`src/rtl/deser_queue_ctrl.sv`:
```
// deser_queue_ctrl: moves words from the deserializer into the 8-entry queue.
// It arbitrates the queue's single operation slot between enqueue and host
// dequeue, and it returns a one-cycle acknowledge to the deserializer.
module deser_queue_ctrl #(
  parameter int DATA_W = 8,
  parameter int DEPTH  = 8,
  parameter int LEN_W  = 4
) (
  input  logic              i_clk,
  input  logic              i_rst_n,
  input  logic              i_des_ready,
  input  logic [DATA_W-1:0] i_des_data,
  output logic              o_des_ack,
  output logic              o_q_enqueue,
  output logic [DATA_W-1:0] o_q_data,
  output logic              o_q_dequeue,
  input  logic [LEN_W-1:0]  i_q_len,
  input  logic              i_deq_req,
  output logic              o_deq_err,
  output logic              o_full,
  output logic              o_empty
);

  localparam logic [LEN_W-1:0] LP_DEPTH = LEN_W'(DEPTH);

  typedef enum logic [1:0] {S_IDLE, S_HOLD, S_ACK, S_DRAIN} state_t;

  state_t            r_state;
  state_t            w_state_next;
  logic [DATA_W-1:0] r_hold;
  logic              r_deq_pending;
  logic              r_last_deq;   // 1: the most recent grant went to dequeue
  logic              r_blackout;   // cycle after a grant; i_q_len is still stale
  logic              w_capture;
  logic              w_ack;
  logic              w_enq_want;
  logic              w_deq_want;
  logic              w_grant_enq;
  logic              w_grant_deq;
  logic              w_err;

  // Ingress state register.
  always_ff @(posedge i_clk or negedge i_rst_n) begin
    if (!i_rst_n) begin
      r_state <= S_IDLE;
    end else begin
      r_state <= w_state_next;
    end
  end

  // Ingress next state: capture once, wait for the grant, ack, then wait for ready to fall.
  always_comb begin
    w_state_next = r_state;
    w_capture    = 1'b0;
    w_ack        = 1'b0;
    case (r_state)
      S_IDLE: begin
        if (i_des_ready) begin
          w_capture    = 1'b1;
          w_state_next = S_HOLD;
        end
      end
      S_HOLD: begin
        if (w_grant_enq) begin
          w_state_next = S_ACK;
        end
      end
      S_ACK: begin
        w_ack        = 1'b1;
        w_state_next = S_DRAIN;
      end
      S_DRAIN: begin
        if (!i_des_ready) begin
          w_state_next = S_IDLE;
        end
      end
      default: w_state_next = S_IDLE;
    endcase
  end

  // Slot arbitration: empty-queue error, single want, or round-robin tie break.
  always_comb begin
    w_enq_want  = (r_state == S_HOLD) && (i_q_len < LP_DEPTH);
    w_deq_want  = r_deq_pending && (i_q_len != '0);
    w_grant_enq = 1'b0;
    w_grant_deq = 1'b0;
    w_err       = 1'b0;
    if (!r_blackout) begin
      w_err = r_deq_pending && (i_q_len == '0);
      if (w_enq_want && w_deq_want) begin
        if (r_last_deq) begin
          w_grant_enq = 1'b1;
        end else begin
          w_grant_deq = 1'b1;
        end
      end else begin
        w_grant_enq = w_enq_want;
        w_grant_deq = w_deq_want;
      end
    end
  end

  // Hold word, pending dequeue request, round-robin memory and settle blackout.
  always_ff @(posedge i_clk or negedge i_rst_n) begin
    if (!i_rst_n) begin
      r_hold        <= '0;
      r_deq_pending <= 1'b0;
      r_last_deq    <= 1'b1;
      r_blackout    <= 1'b0;
    end else begin
      if (w_capture) begin
        r_hold <= i_des_data;
      end
      // A new request always sticks, even when it coincides with a grant or an error.
      r_deq_pending <= i_deq_req || (r_deq_pending && !w_grant_deq && !w_err);
      if (w_grant_enq || w_grant_deq) begin
        r_last_deq <= w_grant_deq;
      end
      r_blackout <= w_grant_enq || w_grant_deq;
    end
  end

  assign o_des_ack   = w_ack;
  assign o_q_enqueue = w_grant_enq;
  assign o_q_dequeue = w_grant_deq;
  assign o_q_data    = r_hold;
  assign o_deq_err   = w_err;
  assign o_full      = (i_q_len == LP_DEPTH);
  assign o_empty     = (i_q_len == '0);

endmodule

```
`config.mk`:
```
export PLATFORM = sky130hd
export DESIGN_NAME = deser_queue_ctrl
export DESIGN_NICKNAME = d
export VERILOG_FILES = /design/src/rtl/deser_queue_ctrl.sv
export SDC_FILE = /design/constraint.sdc
export NUM_CORES = 1
export LEC_CHECK = 0
export CAP_MARGIN = 15
export CORE_MARGIN = 2
export CORE_UTILIZATION = 40
export CTS_CLUSTER_SIZE = 10
export DETAILED_ROUTE_END_ITERATION = 10
export DONT_BUFFER_PORTS = 1
export PLACE_DENSITY = 0.61
export SYNTH_ARGS = -nofsm -noshare
export SYNTH_HDL_FRONTEND = slang
export SYNTH_SLANG_ARGS = --single-unit
```
`constraint.sdc`:
```
create_clock -name i_clk -period 1.53 [get_ports i_clk]
set_input_delay 0.306 -clock i_clk [delete_from_list [all_inputs] [get_ports i_clk]]
set_output_delay 0.306 -clock i_clk [all_outputs]
set_load 0.02 [all_outputs]
```
Word-level counts from Yosys, hierarchy flattened:

Cells that the tools add are included.

* bits in latches: 0
* bits in writable memories: 0
* memory bits (read-only): 0
* memories: 0
* flip-flop bits (word level): 13

* divide/modulo/power cells: 0
* $mul: 0
* reduce and logical (&&, ||, !) cells: 14
* $add $sub $neg: 0
* equal/unequal tests: 7
* bitwise operators: 0
* $lt $le $gt $ge: 1
* shift operators: 0
* mux-type cells: 14

Operator list (count)
* 2-to-1 mux 1 bit: 10
* one-hot mux 2 bit (4 select lines): 1
* logical AND 1 bit: 6
* 2-to-1 mux 2 bit: 3
* != test 2 bit, second input constant: 3
* equality test 2 bit, second input constant: 2
* equality test 4 bit, second input constant: 1
* logical NOT 4 bit: 1
* less-than comparator 4 bit, second input constant: 1
* nonzero test 4 bit: 1
* AND reduction 3 bit: 1
* equality test 2 x 1 -> 1 bit, second input constant: 1
* logical NOT 1 bit: 2
* logical NOT 2 bit: 1
* logical OR 1 bit: 2

Depth between registers and ports, before layout:

Gate-level depths: netlist (run 1).

* depth after elaboration: 9
* mapped depth: 5
* gate-level depth less buffers: 5

Least setup slack after synthesis (run 1):

No wires, ideal clock.

* kind: input to output
* start: input i_q_len[1]
* end: output o_deq_err
* data required time: 1.224 ns
* slack: -0.168 ns
* stages on the path: 2
* arrival: 1.392 ns
* cells stage by stage: or4_4 -> nor3b_1

* word-level cells in the longest chain between the ends: 3

RTL lines
* from (decl): RTL line 17 `input logic [LEN_W-1:0] i_q_len,`
* logical NOT 4 bit: RTL line 89 `w_err = r_deq_pending && (i_q_len == '0);`
* logical AND 1 bit: RTL line 89
* 2-to-1 mux 1 bit: RTL line 88 `if (!r_blackout) begin`
* to (decl): RTL line 19 `output logic o_deq_err,`

Every way passes these cells.

Worst setup path after layout (run 1):

* start: register r_state[0]
* end: output o_q_dequeue

* word-level cells in the longest chain between the ends: 5

RTL lines
* from (decl): RTL line 28 `state_t r_state;`
* from (signal assigned): RTL line 47 `r_state <= w_state_next;`
* equality test 2 x 1 -> 1 bit: RTL line 83 `w_enq_want = (r_state == S_HOLD) && (i_q_len < LP_DEPTH);`
* logical AND 1 bit: RTL line 83
* logical AND 1 bit: RTL line 90 `if (w_enq_want && w_deq_want) begin`
* 2-to-1 mux 1 bit: RTL line 90
* 2-to-1 mux 1 bit: RTL line 88
* to (decl): RTL line 16 `output logic o_q_dequeue,`

Every way passes these cells.

==> results of run 1 <==
## critical path, cell delays in order (launching register included)
cell and delay, ps:
dfrtp_1 410, ha_4 180, nor2b_4 130, a211oi_2 160, buf_4 160
## cell usage after synthesis (all sizes together), types with 2 or more instances
master  instances  area [um2]
nor2            2        7.51
o21ai           2        10.0
mux2            9         105
inv             4        15.0
ha              5        62.6
dfrtp          12         300
mux2i           2        20.0
## through the flow
stage,area [um2],setup TNS (ps),setup slack [ps],hold slack (ps)
6_report,908,-156,-87.5,130
3_5_place_dp,798,0,1.96,10.7
2_1_floorplan,702,0,19.3,10.4
3_3_place_gp,798,0,48.7,10.7
5_1_grt,908,-434,-161,115
4_1_cts,905,-175,-88.0,119
## kinds of logic after synthesis
| kind of cell | count (synthesis) | share of synthesized area |
|---|---|---|
| buffers and inverters | 5 | 0.0382 |
| AND/OR/NAND/NOR | 9 | 0.0820 |
| flip-flops | 13 | 0.475 |
| AO/OA/AOI/OAI | 9 | 0.131 |
| adder cells (fa/ha/maj) | 5 | 0.0911 |
| multiplexers | 11 | 0.182 |
## final cells by class
| cell class | count | area (um2) | area share |
|---|---|---|---|
| Tap cell | 16 | 20.0 | 0.0220 |
| Multi-Input combinational cell | 34 | 382 | 0.420 |
| Timing Repair Buffer | 16 | 139 | 0.153 |
| Inverter | 4 | 15.0 | 0.0165 |
| Clock buffer | 4 | 26.3 | 0.0289 |
| Sequential cell | 13 | 327 | 0.360 |
## power groups by stage
stage          combinational (uW)  sequential [uW]  clock, uW
2_1_floorplan                 577              769          0
3_3_place_gp                  767              796          0
3_5_place_dp                  785              799          0
4_1_cts                       960              780        214
5_1_grt                      1060              800        234
6_report                      970              776        204
## sequential cells by signal, summed over array words and instances, names as in the netlist
name           cells
o_q_data           8
r_deq_pending      1
r_blackout         1
r_last_deq         1
r_state            2
## repair_timing
item                       4_1_cts  5_1_grt
buffers inserted                 5        0
pin swaps                        4        1
hold buffers                     1        0
hold endpoints to repair        13        0
setup endpoints to repair        3        5
gates resized for setup          7        2
cloned                           0        0
## per-layer routing
layer	wire length, um	part of all wire
met2	678	0.54
met4	0	0
met5	0	0
met1	495	0.39
met3	85	0.068
## path summary, 6_finish.rpt
| check | endpoint | slack, ps | cells after the start |
|---|---|---|---|
| max | o_q_dequeue | -90 | 4 |
| min | r_deq_pending$_DFF_PN0_ | 130 | 1 |
| min reg2reg | r_deq_pending$_DFF_PN0_ | 570 | 1 |
| max reg2reg | r_state[1]$_DFFE_PN0P_ | -40 | 6 |
| max in group asynchronous | r_state[1]$_DFFE_PN0P_ | 700 | 1 |
| min in group asynchronous | r_deq_pending$_DFF_PN0_ | 460 | 1 |
==> run summary, run 1 <==
The average cell area after synthesis is 13.2 um2. Once detail routing completed, the nets flagged for antenna violations numbered 0. The floorplan step defined a die boundary enclosing 0.00206 mm2. Leaving out fill and tap cells, the most frequent cell in the layout is buf_4. The peak ir drop on the vdd network came out at 922 uV. The share of the Yosys chip area taken by registers is 0.475. The number of standard cells in the final layout excluding fillers is 87. The final core utilization is 0.583. At the end of the flow, the number of nets in the layout was 93. The floorplan step defined a core boundary enclosing 0.00156 mm2.

The number of global-route vias before repair is 477. The share of synthesized registers carrying an async set or reset is 1.00. The worst hold path begins at i_deq_req. The number of distinct library cells after synthesis came out at 24.

The proportion of power drawn by combinational gates is 0.497. The power density normalized to cell area came out at 2150 mW/mm2. The number of max-slew violations in the final report came out at 0. The worst setup path is launched from a flop. The boundary pin count came out at 30. The number of placement rows is 14. STA classifies the critical path endpoint as an output pin.

The type of the worst min-delay path is primary input to flop. The largest driver fanout on the critical path is 3. The combined global-route utilization of all metal layers came out at 0.140. The portion of the clock cycle consumed by the worst path in the final layout came out at 1.06. In this run the clock root is driven by a clkbuf_4. The final setup violation count came out at 3. The total overflow left after global routing is 0. In this run the number of H-tree levels came out at 1. The later pin in the worst-skew pair is clocked with a latency of 270 ps. The run finished, with violations left. In this run the deepest clock path goes through 2 buffers.

The reported max-cap violation count is 0. Setup repair after global routing could not meet its margin everywhere. The antenna cell count is 0. The cell count after synthesis is 52.

The startpoint identified for the worst register-to-register timing path is r_state[0]$_DFFE_PN0P_. The overall routed net length is 1260 um. The transition time at the pin with the least slew margin came out at 557 ps. The post-detailed-route wirelength per cell is 14.5 um.

The detailed placement HPWL is 903 um. met2 is the most crowded layer. The worst pin sits at a relative slew slack of 0.628. The share of total power dissipated in the clock network is 0.105.

After synthesis the cells add up to 687 um2. The die height came out at 45.4 um. The register clock-pin slew on the reported worst setup and hold paths came out at 80 ps. The count of port buffers added during placement is 0. The final reports fail on negative setup slack. In this run the static leakage power is 0.000416 uW.

From synthesis to final layout, the design area changed by 32.2%. The number of failing hold endpoints at the final stage is 0. The sink count of the clock tree came out at 13. The number of CTS-inserted buffers is 3.

Once placement completed, the tool counted placed cells totaling 77. The switching power of the nets came out at 766 uW. The number of register bits inferred by synthesis came out at 13.

The detailed-route vias per instance is 5.38. The critical path launch point is r_state[0]$_DFFE_PN0P_. Of the total power, the share spent switching nets is 0.393. The routing usage on met2 is 0.231. The global placer's final weighted congestion came out at 0.670.

Entering global routing, the biggest net connects 14 pins. In the final layout, the share of cells above drive strength 1 is 0.549. The fraction of power consumed by sequential logic is 0.398.

The filler cells instantiated in the layout total 138. For this run, global-route usage on met3 was measured as 0.0714. The horizontal extent of the die is 45.4 um. Counting every net in the synthesized netlist gives 73.

The cell internal power dissipation is 1180 uW. The final route contains 468 vias. The initial core utilization came out at 0.441.

The path type of the worst setup path is flop to output pin. The CTS tree is done. The required time reported for the critical path endpoint came out at 1220 ps. The count of yosys warnings during synthesis came out at 0. The top cell types in the final layout, fill and taps aside, are 13 x buf_4, 12 x dfrtp_1, 8 x mux2_2. The met1 capacity usage during global routing is 0.167. For this run, the detailed router's first-pass iteration total came to 1. The data arrival at the endpoint of the critical path is 1310 ps. The final worst clock skew is 6.43 ps.

In this run, the number of DRC markers left after iteration 0 of detailed routing was 0. The number of flops mapped to enable cells by yosys is 0. The number of antenna violations at the first check in global routing is 0. The first global-routing pass estimated 1970 um of wire. The highest achievable clock rate came out at 0.618 GHz.

The least setup slack across all paths after layout came out at -87.5 ps. The final critical-path required period came out at 1620 ps. The post-route DRC violation count came out at 0.

For this run, the leading register cell type out of synthesis is dfrtp_1. The design draws 1950 uW.
Power figures use the tool's default switching activity.
==> run 2: changes to the inputs <==
Settings changed: TNS_END_PERCENT set to 5.
==> run 2 against run 1 <==
The flow still finishes with violations (negative setup slack); die area is the same; cell count down 5.7%; setup slack got worse by 8.5 ps; clock power down 2%.
==> run summary, run 2 (same netlist as run 1, synthesis figures left out) <==
The final-layout worst hold slack is 127 ps. In the final routed layout, each cell accounts on average for 15.3 um. The peak per-stage delay on the critical path came out at 410 ps.

The die outline area is 0.00206 mm2. The worst path in the final design needs a cycle of 1630 ps, including I/O delays and setup. The CTS tree is done. The portion of the clock cycle consumed by the worst path in the final layout is 1.06. At the later pin of the worst-skew pair, clock insertion delay measures 270 ps. After global routing the overflow that remains totals 0.

The cell count of the worst hold path came out at 1. The reported max-cap violation count is 0. At the worst endpoint, the required time is 1220 ps. The overall routed net length is 1260 um. The number of global-route vias before repair is 454. The number of levels the H-tree was split into came out at 1. The critical path startpoint category is a flop. The type of element capturing the critical path is an output pin. Clock-pin slew was measured on the worst setup and hold paths at 70 ps. The critical path's slowest cell is dfrtp_1.

The checks that failed: negative setup slack. The sequential standard cell area is 327 um2. In this run the count of I/O pins placed on the die edge is 30. The number of antenna violations at the first check in global routing came out at 0. The number of placement rows is 14. The endpoint identified for the worst register-to-register timing path is r_state[1]$_DFFE_PN0P_. The largest driver fanout on the critical path is 4. The routed metal-1 wire length came out at 498 um.

The detailed-route vias per instance is 5.44. The startpoint identified for the worst register-to-register timing path is r_state[0]$_DFFE_PN0P_. The wire length of the first global-routing pass came out at 1910 um.

For this block, the initial DRC count from the detailed router was 3. The post-placement setup slack came out at 23.3 ps. The worst slew margin relative to its limit is 0.631. The core area came out at 0.00156 mm2.

The peak ir drop on the vdd network is 1020 uV. The congestion estimate from routability-driven global placement came to 0.634. The post-route antenna net violation count came out at 0.

In the final layout, the share of cells above drive strength 1 is 0.530. The detailed-routed wire length on met3 came out at 84 um. In the layout the commonest cells are 12 x dfrtp_1, 9 x buf_4, 8 x mux2_2. The highest layer used for signal routing is met3.

The worst reg2reg path depth is 5. Summing over every cut layer, the via total after detailed routing is 446. The count of filler cells inserted in the layout came out at 146. The highest achievable clock rate is 0.615 GHz. The number of failing hold endpoints at the final stage is 0. The die height is 45.4 um. For this configuration, the core starts out at a cell density of 0.441. For the worst setup path, the data arrival time is 1320 ps. The library cell used most frequently in the layout, excluding fill and tap cells, is dfrtp_1.

The type of the worst min-delay path is primary input to flop. The run finished, with violations left. The detailed placement HPWL came out at 890 um. The path type of the worst setup path is flop to output pin.

The least setup slack across all paths after layout came out at -96.0 ps. The sink count of the clock tree came out at 13. The maximum number of pins on one net before global-route repair came out at 14. The number of max-slew violations in the final report is 0. The horizontal extent of the die came out at 45.4 um. The power density normalized to cell area is 2140 mW/mm2. The capture endpoint of the worst hold path is r_deq_pending$_DFF_PN0_.

The setup slack of the worst register-to-register path came out at 20 ps. At the pin with the least slew margin, the transition time is 552 ps. The combined global-route utilization of all metal layers is 0.137. Traced cell by cell, the critical path runs through ha_4 -> nor2b_4 -> a211oi_2 -> buf_4. The count of port buffers added during placement is 0. The first detailed-routing pass took 4 iterations. The flip-flop count of the largest register after layout is 8. The reported leakage power is 0.000387 uW.

0 antenna diodes ended up in the layout. Clock tree synthesis selected as its root buffer the cell clkbuf_4. The post-route DRC violation count came out at 0.

The routed design uses 674 um of met2 wire. The maximum clock insertion buffer count is 2. The number of CTS-inserted buffers came out at 3. Setup repair after global routing could not meet its margin everywhere. Setup violations remaining at the end of the flow were counted as 2.

The multi-input combinational cells in the finished layout cover a total of 374 um2. The layout net count is 88. The worst min-delay path startpoint is i_deq_req. The final worst clock skew came out at 2.46 ps. The critical path launch point is r_state[0]$_DFFE_PN0P_. Relative to the synthesized area, the layout overhead comes to 25.1%.
[run 2: changes by cell type in the layout (fill, tap and decap cells not counted)]
cell | before | now
ha_4 | 2 | 1
ha_2 | 0 | 2
buf_4 | 13 | 9
ha_1 | 3 | 2
buf_6 | 1 | 0
[run 2: per-layer routing]
metal  up-vias  GRT usage
li1        215          -
met1       217      0.161
met2        14      0.200
met3         0     0.0754
met4         0     0.0706
met5         -          0
[run 2: critical path, delay by kind of cell, from the launching register on]
kind / cells / cell delay [ps]
buf+inv: 1 / 170
compound gates: 1 / 170
fa+ha+maj: 1 / 180
flops: 1 / 410
simple gates: 1 / 130
[run 2: power by group]
part / total, uW / switching, uW / internal, uW / leakage, uW
clock: 200 / 98.7 / 101 / 0.0000150
combinational: 823 / 340 / 483 / 0.000221
sequential: 818 / 291 / 527 / 0.000152
[run 2: layout make-up]
class                      instances  share of cell area
clock buffer                       4              0.0306
inverter                           4              0.0175
multi-input combinational         34               0.435
sequential                        13               0.380
tap                               16              0.0233
timing repair buffer              11               0.114
[run 2: worst max-delay path by stage]
stage / cells after the start / end / slack, ps
2_1_floorplan: 4 / o_q_dequeue / -140
3_5_place_dp: 5 / r_state[1]$_DFFE_PN0P_ / 20
3_3_place_gp: 5 / r_state[1]$_DFFE_PN0P_ / 20
6_report: 4 / o_q_dequeue / -100
4_1_cts: 5 / o_q_enqueue / -120
5_1_grt: 5 / o_q_dequeue / -160
[run 2: timing repair]
action                                  in CTS  in global routing
endpoints found under the setup margin       2                  4
hold endpoints to repair                    13                  0
cloned                                       0                  0
resized for setup                            5                  5
pin swaps                                    3                  0
setup buffers                                0                  1
hold buffers                                 1                  0
[run 2: through the flow]
stage	std cells	total power, uW	utilization	TNS, ps	area [um2]
2_1_floorplan	52	1330	-	-176	692
3_3_place_gp	76	1530	0.501	0	781
3_5_place_dp	76	1550	0.501	0	781
4_1_cts	81	1810	0.534	-235	832
5_1_grt	82	1990	0.551	-346	860
6_report	82	1840	0.551	-134	860
==> run 3: changes to the inputs <==
Settings changed: CORE_UTILIZATION 40 to 38, PLACE_DENSITY 0.61 to 0.59.
==> run 3 against run 2 <==
The flow still finishes with violations (negative setup slack); sequential power fell by 0.6%; setup slack got worse by 73 ps; core utilization down 2.6 points; sequential cell count stayed put; global-route usage down 1.1 points; non-clock buffer count is 3 higher; register-to-register slack worse by 140 ps; sequential share of layout area down 1.6 points; highest routed layer unchanged; critical endpoint unchanged; power up 5.2%.
==> run summary, run 3 (same netlist as run 1, synthesis figures left out) <==
The tool flagged a number of max-cap violations equal to 0. The placed instance count is 84. The worst path in the final design needs a cycle of 1700 ps, including I/O delays and setup. The highest achievable clock rate came out at 0.589 GHz. The number of antenna violations at the first check in global routing is 0. Once layout is complete, the utilization of the core stands at 0.525.

Of the available clock period, the critical path in the final layout requires 1.11. The power density normalized to cell area came out at 2160 mW/mm2. The maximum number of pins on one net before global-route repair came out at 14. The initial core utilization came out at 0.402. The flip-flop count of the largest register after layout came out at 8. In the final layout, the share of cells above drive strength 1 is 0.551.

In this run the vertical extent of the chip is 46.5 um. The proportion of total power due to net switching is 0.398. Of the total power, the clock network draws 0.107. Clock tree synthesis selected as its root buffer the cell clkbuf_4. The clock passes through at most 2 buffers. TritonCTS built the clock tree. The cell internal power dissipation is 1170 uW. Of all nets on the critical path, the largest fanout is 4. The reported leakage power came out at 0.000405 uW. The least setup slack across all paths after layout is -169 ps. The worst-case IR drop observed on VDD is 895 uV. The peak per-stage delay on the critical path came out at 370 ps.

The finished layout holds 94 standard cells, fillers aside. The worst reg2reg path depth is 7. The switching power of the nets is 771 uW. The post-route antenna net violation count came out at 0.

The proportion of power drawn by combinational gates is 0.473. The data arrival at the endpoint of the critical path is 1390 ps. The number of failing hold endpoints at the final stage came out at 0. Total power for the finished layout comes to 1940 uW.

The number of CTS-inserted buffers came out at 3. Across all register-to-register paths, the minimum setup slack is -120 ps. The number of levels the H-tree was split into came out at 1.

The checks that failed: negative setup slack. At the end of routability-driven placement, the weighted congestion stood at 0.705. The signal on the critical path passes through inv_2 -> ha_4 -> nor2b_4 -> a211oi_2 -> buf_4.

The count of port buffers added during placement came out at 0. The final layout contains 91 nets. The worst slew margin relative to its limit came out at 0.617. The worst register-to-register path ends at r_state[1]$_DFFE_PN0P_. The post-detailed-route wirelength per cell came out at 13.6 um. The tightest min-delay check is of the primary input to flop type. In this run the most critical hold path is launched from i_deq_req. The transition time at the pin with the least slew margin came out at 573 ps. The final setup violation count is 4.

The antenna cell count is 0. The worst setup path is captured at an output pin. The path type of the worst setup path is flop to output pin. In this run the horizontal extent of the chip is 46.5 um. The source-to-sink clock delay at the later pin of the worst-skew pair is 270 ps. The detailed router placed 461 vias in this run. The detailed placement HPWL is 861 um. Of the total power, registers draw 0.420.

Counting buffers and inverters, the worst setup path is 5 cells deep. Counting instances, the worst hold path has a depth of 1. The routed design has 1280 um of wire.

The number of global-route vias before repair came to 453. The number of DRC markers after the initial detailed-route iteration is 4. The die covers 0.00216 mm2. For hold timing, the worst endpoint is r_deq_pending$_DFF_PN0_. The number of optimization iterations in the first detailed-route pass came out at 2. The wire length of the first global-routing pass is 1860 um.

The final worst clock skew is 2.69 ps. The number of max-slew violations in the final report came out at 0. In this design, the largest share of critical-path delay is due to flip-flops. The startpoint identified for the worst register-to-register timing path is r_state[1]$_DFFE_PN0P_. The combined global-route utilization of all metal layers is 0.126. The detailed-route vias per instance is 4.90. The area growth from synthesis to final layout came out at 30.6%. The number of placement rows came out at 15. The register clock-pin slew on the reported worst setup and hold paths is 80 ps.

The core area came out at 0.00171 mm2. The post-placement setup slack came out at -9.43 ps. The slowest stage of the critical path belongs to the cell dfrtp_1. The required time reported for the critical path endpoint is 1220 ps. The buffer and inverter count on the worst path came out at 2. STA classifies the critical path startpoint as a flop.

The sink count of the clock tree came out at 13. The boundary pin count is 30. Setup repair after global routing could not meet its margin everywhere.

After detailed routing, the number of remaining DRC violations is 0. The overflow left after global routing is 0. The flow ran to the end, but the final reports show violations. The library cells used most frequently in the layout, excluding fill and tap cells, are 12 x dfrtp_1, 12 x buf_4, 8 x mux2_2.
==> run 3: cell types whose count changed in the layout (fill, tap and decap cells not counted), sizes merged <==
cell and change:
buf +3
==> run 3: routing by layer <==
layer	vias to the layer above	share of wire	wire [um]	track usage
met5	-	0	0	0
met4	0	0	0	0.0686
met3	0	0.047	60	0.0353
met2	13	0.59	746	0.236
met1	226	0.37	469	0.122
li1	222	-	-	-
==> run 3: power groups by stage <==
stage | Combinational (uW) | Clock (uW) | Sequential (uW)
detailed placement | 687 | 0 | 811
global placement | 679 | 0 | 807
finish | 916 | 207 | 813
floorplan | 561 | 0 | 767
CTS | 874 | 215 | 812
global route | 992 | 238 | 845
==> run 3: cell type report <==
type,instances,area (um2)
fillers,150,811
well taps,25,31.3
multi-input cells,34,387
inverters,4,15.0
clock buffers,4,26.3
flip-flops and latches,13,327
repair buffers,14,111
==> run 3: through the flow <==
stage,cell area [um2],hold WS (ps),TNS [ps]
after floorplan,692,10.4,-176
after global placement,772,11.0,0
after detailed placement,772,11.0,-9.43
after CTS,888,120,-302
after global routing,897,104,-679
final,897,129,-442
==> run 3: worst max path at each step <==
stage,from,end
floorplan,r_state[1]$_DFFE_PN0P_,o_q_dequeue
global placement,r_state[1]$_DFFE_PN0P_,r_state[1]$_DFFE_PN0P_
detailed placement,r_state[1]$_DFFE_PN0P_,r_state[1]$_DFFE_PN0P_
CTS,r_state[1]$_DFFE_PN0P_,o_q_dequeue
global route,r_state[1]$_DFFE_PN0P_,o_q_dequeue
finish,r_state[1]$_DFFE_PN0P_,o_q_dequeue
==> run 3: what timing repair did <==
action | CTS | global route
hold buffers | 1 | 0
setup buffers | 5 | 0
pin swaps | 3 | 2
resized for setup | 10 | 3
hold endpoints to repair | 13 | 0
setup endpoints to repair | 3 | 14
